File: src/rtl/wac_ctrl_mc.sv
// wac_ctrl_mc - multi-channel WAC board controller.
//
// Decodes byte commands from the EPP data strobe, loads the WAC
// configuration word, runs counted ADC acquisitions from a selected
// channel into block RAM, and serves BRAM readback to the EPP side.
//
// Build option:
//   WAC_STB_SYNC_EN  when defined, dataStb/dataIn pass through a 2-FF
//                    synchronizer before edge detection (asynchronous
//                    EPP host). When undefined, dataStb is treated as
//                    synchronous to clk.
//
// Ports:
//   clk, rstN      clock and asynchronous active-low reset
//   dataStb        EPP data strobe (active low, byte per 1->0 edge)
//   dataIn         EPP data byte
//   busWacIn       ADC sample, qualified by wacValid
//   busBramIn      BRAM read data (1-cycle read latency)
//   busBramAddr    BRAM address (write ptr, or read ptr in RD_WAIT)
//   busBramOut     BRAM write data, ctrlWeBram its write enable
//   ctrlWac        one-hot channel select during an acquisition
//   confWac        configuration word, confWacEn pulses on update
//   adcWacEn       high while an acquisition runs
//   dataOut        readback byte, dataOutValid its one-cycle qualifier
//   busy           high whenever the FSM is not idle
//
// State table:
//   state     | meaning
//   ----------+-----------------------------------------------------
//   IDLE      | waiting for an opcode byte
//   CONF_RX   | shifting configuration bytes into the shadow register
//   ACQ_CH    | waiting for the channel-select byte
//   ACQ_CNT   | waiting for the sample-count byte
//   ACQ_RUN   | writing samples to BRAM, counting down to zero
//   RD_WAIT   | read pointer on the BRAM address for one cycle

module wac_ctrl_mc #(
  parameter int ADDR_W     = 12,
  parameter int CONF_BYTES = 2,
  parameter int N_CH       = 4
) (
  input  logic                    clk,
  input  logic                    rstN,
  input  logic                    dataStb,
  input  logic [7:0]              dataIn,
  input  logic [7:0]              busWacIn,
  input  logic                    wacValid,
  input  logic [7:0]              busBramIn,
  output logic [ADDR_W-1:0]       busBramAddr,
  output logic [7:0]              busBramOut,
  output logic                    ctrlWeBram,
  output logic [7:0]              ctrlWac,
  output logic [8*CONF_BYTES-1:0] confWac,
  output logic                    confWacEn,
  output logic                    adcWacEn,
  output logic [7:0]              dataOut,
  output logic                    dataOutValid,
  output logic                    busy
);

  localparam int CONF_W = 8 * CONF_BYTES;
  localparam int CH_W   = (N_CH > 1) ? $clog2(N_CH) : 1;
  localparam int CC_W   = $clog2(CONF_BYTES + 1);

  typedef enum logic [2:0] {
    S_IDLE,
    S_CONF_RX,
    S_ACQ_CH,
    S_ACQ_CNT,
    S_ACQ_RUN,
    S_RD_WAIT
  } state_t;

  // --------------------------------------------------------------
  // Strobe front end
  // --------------------------------------------------------------
  logic       stb_raw;
  logic [7:0] stb_data;
  logic       stb_prev_q, stb_prev_d;
  logic       stb;

`ifdef WAC_STB_SYNC_EN
  logic       stb_s1_q, stb_s1_d, stb_s2_q, stb_s2_d;
  logic [7:0] din_s1_q, din_s1_d, din_s2_q, din_s2_d;

  always_comb begin
    stb_s1_d = dataStb;
    stb_s2_d = stb_s1_q;
    din_s1_d = dataIn;
    din_s2_d = din_s1_q;
  end

  // Synchronizer resets low so a strobe already low at reset release
  // cannot be mistaken for a fresh falling edge.
  always_ff @(posedge clk or negedge rstN) begin
    if (!rstN) begin
      stb_s1_q <= 1'b0;
      stb_s2_q <= 1'b0;
      din_s1_q <= 8'h00;
      din_s2_q <= 8'h00;
    end else begin
      stb_s1_q <= stb_s1_d;
      stb_s2_q <= stb_s2_d;
      din_s1_q <= din_s1_d;
      din_s2_q <= din_s2_d;
    end
  end

  assign stb_raw  = stb_s2_q;
  assign stb_data = din_s2_q;
`else
  assign stb_raw  = dataStb;
  assign stb_data = dataIn;
`endif

  // A falling edge needs a sampled 1 first; holding the strobe low
  // therefore yields a single event.
  assign stb_prev_d = stb_raw;
  assign stb        = stb_prev_q & ~stb_raw;

  // --------------------------------------------------------------
  // Control state
  // --------------------------------------------------------------
  state_t              state_q, state_d;
  logic [ADDR_W-1:0]   wp_q, wp_d;
  logic [ADDR_W-1:0]   rp_q, rp_d;
  logic [CH_W-1:0]     ch_q, ch_d;
  logic [7:0]          cnt_q, cnt_d;
  logic [CC_W-1:0]     conf_cnt_q, conf_cnt_d;
  logic [CONF_W-1:0]   shadow_q, shadow_d;
  logic [CONF_W-1:0]   conf_q, conf_d;
  logic                conf_en_q, conf_en_d;
  logic                rd_pend_q, rd_pend_d;

  logic [CONF_W-1:0]   conf_shifted;
  logic [CH_W-1:0]     ch_raw;
  logic [CH_W-1:0]     ch_sel;
  logic                bram_we;
  logic [ADDR_W-1:0]   bram_addr;
  logic                acq_active;

  // Shifting by 8 drops the oldest byte; after CONF_BYTES shifts the
  // first byte received sits in the MSB.
  assign conf_shifted = (shadow_q << 8) | CONF_W'(stb_data);

  // Channel values past the last implemented channel clamp to it.
  assign ch_raw = stb_data[CH_W-1:0];
  assign ch_sel = (32'(ch_raw) >= 32'(N_CH)) ? CH_W'(N_CH - 1) : ch_raw;

  always_comb begin
    state_d    = state_q;
    wp_d       = wp_q;
    rp_d       = rp_q;
    ch_d       = ch_q;
    cnt_d      = cnt_q;
    conf_cnt_d = conf_cnt_q;
    shadow_d   = shadow_q;
    conf_d     = conf_q;
    conf_en_d  = 1'b0;
    rd_pend_d  = 1'b0;
    bram_we    = 1'b0;
    bram_addr  = wp_q;
    acq_active = 1'b0;

    case (state_q)
      S_IDLE: begin
        if (stb) begin
          case (stb_data)
            8'h01: begin
              state_d    = S_CONF_RX;
              conf_cnt_d = '0;
            end
            8'h02: state_d = S_ACQ_CH;
            8'h03: begin
              wp_d = '0;
              rp_d = '0;
            end
            8'h04: state_d = S_RD_WAIT;
            default: ;
          endcase
        end
      end

      S_CONF_RX: begin
        if (stb) begin
          if (conf_cnt_q == CC_W'(CONF_BYTES - 1)) begin
            conf_d    = conf_shifted;
            conf_en_d = 1'b1;
            state_d   = S_IDLE;
          end else begin
            shadow_d   = conf_shifted;
            conf_cnt_d = conf_cnt_q + CC_W'(1);
          end
        end
      end

      S_ACQ_CH: begin
        if (stb) begin
          ch_d    = ch_sel;
          state_d = S_ACQ_CNT;
        end
      end

      S_ACQ_CNT: begin
        if (stb) begin
          if (stb_data == 8'h00) begin
            state_d = S_IDLE;
          end else begin
            cnt_d   = stb_data;
            state_d = S_ACQ_RUN;
          end
        end
      end

      S_ACQ_RUN: begin
        acq_active = 1'b1;
        // A host byte mid-run is an abort; it wins over a coincident
        // sample so nothing is written once the host has spoken.
        if (stb) begin
          state_d = S_IDLE;
        end else if (wacValid) begin
          bram_we = 1'b1;
          wp_d    = wp_q + ADDR_W'(1);
          cnt_d   = cnt_q - 8'd1;
          if (cnt_q == 8'd1) begin
            state_d = S_IDLE;
          end
        end
      end

      S_RD_WAIT: begin
        // BRAM registers this address at the end of the cycle; its data
        // is on busBramIn the following cycle, flagged by rd_pend_q.
        bram_addr = rp_q;
        rp_d      = rp_q + ADDR_W'(1);
        rd_pend_d = 1'b1;
        state_d   = S_IDLE;
      end

      default: state_d = S_IDLE;
    endcase
  end

  always_ff @(posedge clk or negedge rstN) begin
    if (!rstN) begin
      state_q    <= S_IDLE;
      stb_prev_q <= 1'b0;
      wp_q       <= '0;
      rp_q       <= '0;
      ch_q       <= '0;
      cnt_q      <= 8'h00;
      conf_cnt_q <= '0;
      shadow_q   <= '0;
      conf_q     <= '0;
      conf_en_q  <= 1'b0;
      rd_pend_q  <= 1'b0;
    end else begin
      state_q    <= state_d;
      stb_prev_q <= stb_prev_d;
      wp_q       <= wp_d;
      rp_q       <= rp_d;
      ch_q       <= ch_d;
      cnt_q      <= cnt_d;
      conf_cnt_q <= conf_cnt_d;
      shadow_q   <= shadow_d;
      conf_q     <= conf_d;
      conf_en_q  <= conf_en_d;
      rd_pend_q  <= rd_pend_d;
    end
  end

  // --------------------------------------------------------------
  // Outputs
  // --------------------------------------------------------------
  assign busBramAddr  = bram_addr;
  assign busBramOut   = bram_we ? busWacIn : 8'h00;
  assign ctrlWeBram   = bram_we;
  assign ctrlWac      = acq_active ? (8'd1 << ch_q) : 8'h00;
  assign adcWacEn     = acq_active;
  assign confWac      = conf_q;
  assign confWacEn    = conf_en_q;
  assign dataOut      = rd_pend_q ? busBramIn : 8'h00;
  assign dataOutValid = rd_pend_q;
  assign busy         = (state_q != S_IDLE);

endmodule

File: config.mk
export PLATFORM = sky130hd
export DESIGN_NAME = wac_ctrl_mc
export DESIGN_NICKNAME = d
export VERILOG_FILES = /design/src/rtl/wac_ctrl_mc.sv
export SDC_FILE = /design/constraint.sdc
export NUM_CORES = 1
export LEC_CHECK = 0
export ABC_AREA = 1
export BUFFER_PORTS_ARGS = -buffer_cell sky130_fd_sc_hd__buf_2
export CORE_ASPECT_RATIO = 0.6
export CORE_MARGIN = 1
export CORE_UTILIZATION = 49
export CTS_CLUSTER_DIAMETER = 150
export DETAILED_ROUTE_END_ITERATION = 8
export PLACE_DENSITY = 0.87
export SYNTH_ARGS = -nofsm -noshare
export SYNTH_HDL_FRONTEND = slang
export SYNTH_SLANG_ARGS = --single-unit
File: constraint.sdc
create_clock -name clk -period 1.5 [get_ports clk]
set_clock_uncertainty 0.05 [all_clocks]
set_input_delay 0.375 -clock clk [delete_from_list [all_inputs] [get_ports clk]]
set_output_delay 0.375 -clock clk [all_outputs]
set_load 0.005 [all_outputs]
==> Word-level counts from Yosys, hierarchy flattened <==
Index checks and enable logic that the tools add are counted.
{ "op_classes": {"addsub": 4, "mul": 0, "div_mod_pow": 0, "order_cmp": 0, "eq_ne": 25, "shifts": 1, "muxes": 39, "bitwise_logic": 4, "n_reduce_logical": 15} }
{ "op_table": {"columns": ["cell", "count"], "rows": [
  ["12-bit 2-to-1 mux", 5],
  ["8-bit 2-to-1 mux", 7],
  ["12-bit one-hot mux with 2 select lines", 2],
  ["3-bit 2-to-1 mux", 9],
  ["12-bit by 1-bit adder with 12-bit output, second input constant", 2],
  ["2-bit inequality test, second input constant", 9],
  ["8-bit by 1-bit == test with 1-bit output, second input constant", 2],
  ["8-bit by 2-bit == test with 1-bit output, second input constant", 2],
  ["16-bit by 8-bit OR with 16-bit output", 1],
  ["8-bit one-hot mux with 2 select lines", 1],
  ["3-bit one-hot mux with 5 select lines", 1],
  ["5-bit AND reduction", 3],
  ["3-bit one-hot mux with 3 select lines", 1],
  ["3-bit AND reduction", 3],
  ["8-bit by 3-bit == test with 1-bit output, second input constant", 1],
  ["8-bit zero test", 1],
  ["1-bit 2-to-1 mux", 8],
  ["2-bit 2-to-1 mux", 4],
  ["8-bit AND reduction", 1],
  ["2-bit nonzero test", 4],
  ["1-bit by 2-bit left shift with 8-bit output, first input constant", 1],
  ["8-bit by 1-bit subtractor with 8-bit output, second input constant", 1],
  ["3-bit by 2-bit == test with 1-bit output, second input constant", 2],
  ["3-bit == test, second input constant", 2],
  ["12 further kinds", 15]
]} }
{ "totals": {"register_bits": 66, "latch_bits": 0, "ramBits": 0, "romBits": 0, "input_bits": 28, "out_inout_bits": 57, "elab_cells": 99, "n_memories": 0} }

==> Logic depth before layout (Yosys ltp) <==
Gate-level depths: netlist (run 1).
{ "logic_depth": {"ltp_word": 5, "mapped_depth": 11, "depth_no_buf": 11} }

==> Worst setup path after synthesis (run 1) <==
OpenSTA, ideal clock, no wires.
{ "synth_timing": {"kind": "reg-to-output", "start": "register state_q[0]", "end": "output busBramAddr[11]", "t_arrival_ns": 1.161, "required_time_ns": 1.075, "setup_slack_ns": -0.086, "path_stages_with_launch": 5, "n_path_buf": 2, "cell_sequence": "dfrtp_1 > nand3_1 > buf_2 > buf_2 > o21ai_0"} }
{ "synth_between": {"elab_chain_cells": 2} }
{ "synth_lines": {"columns": ["item", "line_no", "text"], "rows": [
  ["start: declaration", "124", "state_t state_q, state_d;"],
  ["start signal: assignment", "258", "state_q <= state_d;"],
  ["3-bit == test", "165", "case (state_q)"],
  ["12-bit 2-to-1 mux", "165", null],
  ["end: declaration", "49", "output logic [ADDR_W-1:0] busBramAddr,"]
]} }
Every way passes these cells.

==> Worst setup path in the final report (run 1) <==
{ "layout_timing": {"start": "register state_q[2]", "end": "output busBramOut[5]"} }
{ "layout_between": {"elab_chain_cells": 3} }
{ "layout_lines": {"columns": ["item", "line_no", "text"], "rows": [
  ["3-bit == test", "165", null],
  ["1-bit 2-to-1 mux", "165", null],
  ["8-bit 2-to-1 mux", "276", "assign busBramOut = bram_we ? busWacIn : 8'h00;"],
  ["end: declaration", "50", "output logic [7:0] busBramOut,"]
]} }
Every way passes these cells.

==> results of run 1 <==
[placed cells by master (no fill, tap or decap), types with 2 or more instances in the layout]
cell and count:
a21oi_1 7, a21oi_2 5, buf_12 4, buf_2 79
buf_4 40, buf_6 9, clkbuf_16 11, conb_1 4
dfrtp_1 63, dfrtp_2 3, ha_1 5, inv_1 60
inv_2 6, inv_4 3, inv_6 3, inv_8 2
nand2_1 139, nand2_2 21, nand2_4 10, nand2_8 6
nand3_1 30, nand3_2 5, nand3_4 3, nand3b_1 2
nand4_1 8, nor2_1 42, nor2_2 11, nor2_4 10
nor3_1 6, nor3_2 2, nor3_4 2, o21ai_0 18
o21ai_1 25, o21ai_2 15, o21bai_1 2, xnor2_1 3
xor2_1 5
[stage by stage]
stage	hold slack, ps	cells	cell area (um2)
floorplan	29.4	540	3840
global placement	364	747	4600
detailed placement	370	747	4600
CTS	14.4	773	5090
global route	29.2	783	5600
finish	-7.36	783	5600
[worst max path at each step]
| stage | end | depth (start not counted) |
|---|---|---|
| 6_report | busBramOut[5] | 6 |
| 5_1_grt | busBramOut[3] | 6 |
| 4_1_cts | busBramAddr[5] | 6 |
| 3_5_place_dp | busBramOut[5] | 5 |
| 3_3_place_gp | busBramAddr[5] | 6 |
| 2_1_floorplan | cnt_q[3]$_DFFE_PN0P_ | 8 |
[cell families (layout without fill, tap and decap cells)]
| kind of cell | count (synthesis) | in the layout | share of synthesized area, % |
|---|---|---|---|
| flip-flops | 66 | 66 | 43.3 |
| other | 1 | 4 | 0.0983 |
| XOR/XNOR | 8 | 8 | 1.84 |
| AND/OR/NAND/NOR | 293 | 299 | 32.9 |
| adder cells (fa/ha/maj) | 5 | 5 | 1.64 |
| buffers and inverters | 88 | 221 | 9.80 |
| AO/OA/AOI/OAI | 76 | 76 | 10.4 |
[power by group through the flow]
stage	Combinational [mW]	Clock, mW	Sequential, mW
floorplan	1.01	0	2.51
global placement	1.69	0	2.50
detailed placement	1.77	0	2.52
CTS	2.01	2.21	2.50
global route	2.67	2.29	2.62
finish	2.48	2.22	2.58
[timing repair]
action | in CTS | in global routing
buffers inserted | 6 | 6
cloned | 4 | 4
endpoints found under the setup margin | 59 | 92
pin swaps | 7 | 18
hold buffers | 0 | 0
resized for setup | 39 | 125
[layout make-up]
class                           count  area (um2)
Fill cell                         472        1790
Multi-Input combinational cell    392        2290
Timing Repair Buffer              135         932
Clock buffer                        9         225
Clock inverter                      7        83.8
Tap cell                          104         130
Sequential cell                    66        1660
Inverter                           70         278
[critical path, stage by stage, from the launching register on]
cell     delay (ps)
dfrtp_1         480
inv_2           130
nor3_4          210
nand3_2         170
buf_12          180
nor2_2           70
buf_2           110
[sequential cells by signal (all words and copies together) (netlist names)]
register,flops
wp_q,12
confWacEn,1
confWac,16
stb_prev_q,1
cnt_q,8
dataOutValid,1
rp_q,12
state_q,3
conf_cnt_q,2
shadow_q,8
ch_q,2
[per-layer routing]
metal / up-vias / wire [um] / global-route usage (%)
met1: 2074 / 5190 / 42.0
met3: 100 / 1700 / 6.34
li1: 1973 / - / -
met4: 0 / 790 / 13.8
met5: - / 0 / 0
met2: 372 / 6240 / 43.3
==> flow_metrics.env, run 1 <==
export IMPL_vdd_drop_max_mv=0.913
export IMPL_io_buffers=80
export IMPL_place_hpwl_um=7480
export IMPL_ys_ff_latch=66
export IMPL_power_switching_mw=2.76
export IMPL_power_frac_clock_pct=30.5
export IMPL_clock_sinks=66
export IMPL_cts_buffers=9
export IMPL_p_leak_nw=2.93
export IMPL_dp_slack_ps=-152
export IMPL_dr_pass1_iters=6
export IMPL_drtIter0Drc=510
export IMPL_synth_largest_area_cell="dfrtp_1"
export IMPL_pwr_share_comb_pct=34.1
export IMPL_maxSlewViolCount=0
export IMPL_cts_tree="yes"
export IMPL_grt_max_degree=67
export IMPL_vias=4519
export IMPL_overflow=0
export IMPL_startpoint="state_q[2]$_DFFE_PN0P_"
export IMPL_status="complete, but fails checks"
export IMPL_synth_ff_type="dfrtp_1"
export IMPL_dieArea_um2=8160
export IMPL_rows=24
export IMPL_synth_area_leaders="dfrtp_1 43%, nand2_1 17%, o21ai_0 6.8%, inv_1 6.2%, nor2_1 5.6%"
export IMPL_timing_final_crit_share_pct=142
export IMPL_synth_top_area_share_pct=43.3
export IMPL_initial_utilization_pct=51.7
export IMPL_hold_violations=14
export IMPL_cts_htree_levels=3
export IMPL_synth_seq_area_share_pct=43.3
export IMPL_gp_congestion=0.907
export IMPL_drive_above_1_share_pct=38.0
export IMPL_netlist_area_um2=3820
export IMPL_fin_ws_ps=-624
export IMPL_die_w_um=116
export IMPL_n_antenna_cell=0
export IMPL_fin_crit_ps=2120
export IMPL_synth_edff_count=0
export IMPL_synth_most_common_cell="nand2_1"
export IMPL_violations="hold timing, setup timing"
export IMPL_hp_class="in2async"
export IMPL_insertion_delay_ps=350
export IMPL_yosysWarnings=0
export IMPL_reg2reg_setup_slack_ps=-400
export IMPL_path_max_fanout=9
export IMPL_grt_pass1_wl_um=18400
export IMPL_netlist_top_cells_count="171 x nand2_1, 66 x dfrtp_1, 63 x inv_1"
export IMPL_design_core_area_um2=7390
export IMPL_power_density_nw_per_um2=1300
export IMPL_area_growth_pct=46.6
export IMPL_start_kind="register"
export IMPL_reg2reg_to="cnt_q[3]$_DFFE_PN0P_"
export IMPL_p_int_mw=4.51
export IMPL_fp_dieH_um=70.4
export IMPL_setup_tns_ps=-29370
export IMPL_fin_hold_ws_ps=-7.36
export IMPL_wl_um=13900
export IMPL_antenna_left=0
export IMPL_cp_end_kind="primary output"
export IMPL_ys_types=33
export IMPL_antenna_found_initial=0
export IMPL_p_seq_share_pct=35.5
export IMPL_setup_violations=92
export IMPL_cts_buffer_depth=2
export IMPL_cp_required_ps=1070
export IMPL_grt_usage_pct=29.7
export IMPL_avgSynthCellArea_um2=7.11
export IMPL_grt_pass1_vias=3869
export IMPL_r2r_start="state_q[2]$_DFFE_PN0P_"
export IMPL_vias_per_cell=5.77
export IMPL_syn_instance_count=537
export IMPL_num_io_pins=85
export IMPL_total_power_mw=7.27
export IMPL_nNetsFinal=707
export IMPL_drc=0
export IMPL_crit_type="reg2out"
export IMPL_r2r_cells=10
export IMPL_synth_async_sr_flop_share_pct=100
export IMPL_root_buffer="clkbuf_16"
export IMPL_path_clk_slew_ps=60
export IMPL_swShare_pct=37.9
export IMPL_finish_utilization_pct=75.7
export IMPL_cp_arrival_ps=1700
export IMPL_rsz0062_at_grt="yes"
export IMPL_max_cap_viol_count=0
export IMPL_wl_per_cell_um=17.8
export IMPL_fmax_ghz=0.471
No activity file was read; power rests on OpenSTA's default activity.
==> run 2, diff against run 1 <==
- CORE_MARGIN: 1 -> 3
==> run 2 against run 1 <==
- total power increased by 3.0%
- worst hold slack got worse by 21 ps
- combinational power increased by 8.1%
- sequential share of layout area decreased by 0.81 points
- sequential power about the same
- cell count increased by 1.5%
- design area increased by 2.8%
- setup slack got worse by 91 ps
- the run ends with DRC, hold timing, setup timing left
- non-clock buffer count increased by 12
- core utilization increased by 1.8 points
- register-to-register slack improved by 20 ps
- first-iteration DRC count increased by 78%
==> flow_metrics.env, run 2 (synthesized netlist as in run 1, its figures left out) <==
export IMPL_slowest_delay_ps=410
export IMPL_wl_um=16700
export IMPL_hold_violations=12
export IMPL_vias_per_cell=6.22
export IMPL_cp_end_kind="primary output"
export IMPL_crit_top_cell="nor3_4"
export IMPL_dr_pass1_iters=9
export IMPL_design_core_area_um2=7420
export IMPL_crit_family="simple AND/OR/NAND/NOR gates"
export IMPL_start_kind="register"
export IMPL_nNetsFinal=719
export IMPL_fin_ws_ps=-715
export IMPL_drive_above_1_share_pct=37.9
export IMPL_crit_type="reg2out"
export IMPL_io_buffers=80
export IMPL_crit_chain="inv_2 -> nor3_4 -> buf_6 -> inv_8 -> nor3_4 -> buf_2"
export IMPL_fin_crit_ps=2220
export IMPL_clock_sinks=66
export IMPL_cts_hold_buf=0
export IMPL_path_max_fanout=5
export IMPL_grt_max_degree=67
export IMPL_largest_reg_flops=16
export IMPL_root_buffer="clkbuf_16"
export IMPL_place_hpwl_um=7770
export IMPL_status="complete, but fails checks"
export IMPL_cts_tree="yes"
export IMPL_insertion_delay_ps=340
export IMPL_cts_htree_levels=3
export IMPL_layout_commonest_cell="nand2_1"
export IMPL_num_io_pins=85
export IMPL_grt_usage_pct=31.7
export IMPL_max_slew_margin_rel_pct=63.3
export IMPL_fmax_ghz=0.451
export IMPL_p_leak_nw=3.03
export IMPL_path_clk_slew_ps=60
export IMPL_setup_violations=89
export IMPL_cp_arrival_ps=1790
export IMPL_max_cap_viol_count=0
export IMPL_wl_per_cell_um=21.0
export IMPL_antenna_left=0
export IMPL_rows=24
export IMPL_fill_cells=421
export IMPL_drc=11
export IMPL_die_w_um=120
export IMPL_grt_pass1_wl_um=22100
export IMPL_overflow=0
export IMPL_cts_buffers=9
export IMPL_timing_final_crit_share_pct=148
export IMPL_setup_tns_ps=-27770
export IMPL_vias=4946
export IMPL_gp_congestion=0.977
export IMPL_cp_required_ps=1070
export IMPL_fin_hold_ws_ps=-28.4
export IMPL_layout_common_cells="149 x nand2_1, 78 x buf_2, 63 x dfrtp_1"
export IMPL_area_growth_pct=50.8
export IMPL_initial_utilization_pct=51.5
export IMPL_cpMaxStageDelayCell="dfrtp_1"
export IMPL_antenna_found_initial=1
export IMPL_fp_dieH_um=74.4
export IMPL_crit_buf_inv=4
export IMPL_maxSlewViolCount=0
export IMPL_violations="DRC, hold timing, setup timing"
export IMPL_rsz0062_at_grt="yes"
export IMPL_hp_class="in2async"
export IMPL_worst_slew_pin_slew_ps=546
export IMPL_dieArea_um2=8920
export IMPL_n_antenna_cell=0
export IMPL_grt_pass1_vias=4366
export IMPL_cts_buffer_depth=2
export IMPL_power_density_nw_per_um2=1300
export IMPL_drtIter0Drc=909
export IMPL_vdd_drop_max_mv=0.900
==> run 2: final timing paths <==
check	cells past startpoint	slack (ps)	endpoint	start
worst max-delay path	6	-720	ctrlWac[0]	state_q[2]$_DFFE_PN0P_
max in group asynchronous	2	1070	dataOutValid$_DFF_PN0_	rstN
worst min register to register	2	420	confWac[11]$_DFFE_PN0P_	confWac[11]$_DFFE_PN0P_
worst min-delay path	2	-30	ch_q[0]$_DFFE_PN0P_	rstN
min in group clk	1	140	stb_prev_q$_DFF_PN0_	dataStb
worst max register to register	10	-380	cnt_q[1]$_DFFE_PN0P_	state_q[2]$_DFFE_PN0P_
==> run 2: stage by stage <==
stage,util (%),instance area [um2],setup WS [ps],power [mW],std cells
floorplan,-,3840,-4.09,3.52,540
global placement,61.8,4590,-261,4.19,747
detailed placement,61.8,4590,-368,4.32,747
CTS,72.3,5360,-421,6.75,785
global route,77.6,5750,-709,7.76,795
finish,77.6,5750,-715,7.49,795
==> run 2: timing repair <==
action,CTS,global route
cloned,8,1
setup endpoints to repair,68,90
resized for setup,74,98
setup buffers,15,14
pin swaps,21,32
==> run 2: power breakdown <==
group / internal (mW) / leakage, nW / switching (mW)
Sequential: 2.22 / 0.821 / 0.354
Clock: 1.42 / 0.153 / 0.817
Combinational: 1.07 / 2.06 / 1.61
Total: 4.71 / 3.03 / 2.78
==> run 2: layout make-up <==
type	count	area [um2]	area share, %
Clock buffer	14	274	4.76
Timing Repair Buffer	147	1110	19.2
Sequential cell	66	1660	28.8
Inverter	70	282	4.89
Multi-Input combinational cell	392	2270	39.5
Tap cell	104	130	2.26
Clock inverter	2	35.0	0.609
==> run 2: layer usage <==
metal | track usage (%) | up-vias | wire, um
li1 | - | 1995 | -
met2 | 51.6 | 529 | 7160
met5 | 0 | - | 9
met1 | 40.2 | 2225 | 5740
met4 | 16.2 | 2 | 1400
met3 | 7.98 | 195 | 2390
==> run 3, diff against run 2 <==
- clock period: 1.5 -> 2 ns (I/O delays scaled with it)
==> run 3 against run 2 <==
- the run ends with setup timing left
- wire length decreased by 28%
- sequential power fell by 26%
- core utilization down 8.7 points
- design area is 11% lower
- register-to-register slack gained 510 ps
- flip-flop and latch count unchanged
- die area unchanged
==> flow_metrics.env, run 3 (synthesized netlist as in run 1, its figures left out) <==
export IMPL_vdd_drop_max_mv=0.588
export IMPL_nNetsFinal=677
export IMPL_wl_met2_um=5560
export IMPL_setup_violations=24
export IMPL_crit_buf_inv=3
export IMPL_overflow=0
export IMPL_hp_class="in2async"
export IMPL_hold_violations=0
export IMPL_root_buffer="clkbuf_16"
export IMPL_power_density_nw_per_um2=939
export IMPL_place_hpwl_um=7530
export IMPL_finish_utilization_pct=68.9
export IMPL_fin_hold_ws_ps=112
export IMPL_fmax_ghz=0.469
export IMPL_path_max_fanout=8
export IMPL_drive_above_1_share_pct=27.4
export IMPL_dr_pass1_iters=5
export IMPL_fp_dieH_um=74.4
export IMPL_dp_cells=716
export IMPL_total_power_mw=4.79
export IMPL_path_clk_slew_ps=50
export IMPL_max_cap_viol_count=0
export IMPL_grt_max_degree=67
export IMPL_drc=0
export IMPL_vias_per_cell=5.39
export IMPL_cts_buffer_depth=2
export IMPL_cpMaxStageDelayCell="dfrtp_2"
export IMPL_stdcell_count=753
export IMPL_maxSlewViolCount=0
export IMPL_cp_arrival_ps=1580
export IMPL_grt_pass1_vias=3551
export IMPL_drtIter0Drc=478
export IMPL_reg2reg_setup_slack_ps=130
export IMPL_cts_htree_levels=3
export IMPL_status="complete, but fails checks"
export IMPL_rsz0062_at_grt="yes"
export IMPL_design_core_area_um2=7420
export IMPL_cp_required_ps=1450
export IMPL_start_kind="register"
export IMPL_p_leak_nw=2.76
export IMPL_fin_crit_ps=2130
export IMPL_wl_met3_um=1080
export IMPL_layout_common_cells="158 x nand2_1, 78 x buf_2, 65 x dfrtp_1"
export IMPL_insertion_delay_ps=340
export IMPL_antenna_found_initial=0
export IMPL_crit_family="flip-flops"
export IMPL_largest_reg_flops=16
export IMPL_grt_usage_pct=25.6
export IMPL_timing_final_crit_share_pct=107
export IMPL_wl_um=12000
export IMPL_violations="setup timing"
export IMPL_io_buffers=80
export IMPL_cp_end_kind="primary output"
export IMPL_slowest_delay_ps=450
export IMPL_grt_pass1_wl_um=17700
export IMPL_vias=4061
export IMPL_dieArea_um2=8920
export IMPL_num_io_pins=85
export IMPL_fin_ws_ps=-131
export IMPL_crit_type="reg2out"
export IMPL_rows=24
export IMPL_gp_congestion=0.919
export IMPL_area_growth_pct=33.9
export IMPL_antenna_left=0
export IMPL_wl_met1_um=5020
export IMPL_initial_utilization_pct=51.5
export IMPL_top_layer="met4"
export IMPL_clock_sinks=66
export IMPL_n_antenna_cell=0
export IMPL_crit_chain="buf_6 -> nand3_4 -> buf_12 -> nor2_4 -> o21bai_1 -> buf_2"
export IMPL_die_w_um=120
export IMPL_cts_buffers=9
export IMPL_wl_per_cell_um=15.9
export IMPL_cts_tree="yes"
export IMPL_layout_commonest_cell="nand2_1"
## run 3: changes by cell type in the layout (fill, tap and decap cells not counted), moves of 4 or more
cell	previous run	this run
nand2_1	149	158
buf_4	43	20
o21ai_2	13	5
nor3_4	5	1
nand2_2	13	7
nand3_1	21	34
buf_6	15	4
nand3_2	12	1
nor2_1	45	52
o21ai_1	28	9
o21ai_0	18	43
buf_12	7	3
a21oi_1	7	11
nor2_2	10	3
## run 3: layout make-up
class	instances	area, um2
flip-flops and latches	66	1650
clock inverters	6	57.6
fillers	570	2310
clock buffers	10	229
repair buffers	109	748
inverters	70	279
multi-input cells	388	2010
well taps	104	130
## run 3: per-layer routing
layer | vias to the layer above | global-route usage (%)
li1 | 1903 | -
met1 | 1881 | 35.5
met2 | 233 | 39.2
met3 | 44 | 7.29
met4 | 0 | 8.76
met5 | - | 0
## run 3: worst paths after layout
kind,from,end,cells past startpoint
worst max register to register,state_q[1]$_DFFE_PN0P_,cnt_q[3]$_DFFE_PN0P_,10
worst max-delay path,state_q[0]$_DFFE_PN0P_,busBramAddr[5],6
min in group clk,dataStb,stb_prev_q$_DFF_PN0_,1
max in group asynchronous,rstN,rp_q[1]$_DFFE_PN0P_,2
worst min-delay path,rstN,confWac[4]$_DFFE_PN0P_,2
worst min register to register,shadow_q[5]$_DFFE_PN0P_,shadow_q[5]$_DFFE_PN0P_,2
## run 3: where the power goes
group	internal [mW]	switching (mW)	total (mW)
Combinational	0.517	0.838	1.36
Clock	0.955	0.594	1.55
Sequential	1.66	0.227	1.89
Total	3.14	1.66	4.79
## run 3: metrics by stage
stage                     setup TNS (ps)  worst slack [ps]  cell area, um2
after global placement                 0               189            4350
after detailed placement               0               157            4350
after floorplan                        0               289            3830
after CTS                           -959             -90.3            4790
after global routing               -3420              -177            5110
final                              -1850              -131            5110
## run 3: what timing repair did
| item | 4_1_cts | 5_1_grt |
|---|---|---|
| resized for setup | 31 | 43 |
| gates cloned | 2 | 4 |
| pin swaps | 3 | 4 |
| hold buffers | 0 | 0 |
| endpoints found under the setup margin | 26 | 36 |
| hold endpoints to repair | 0 | 0 |
| buffers inserted | 4 | 11 |
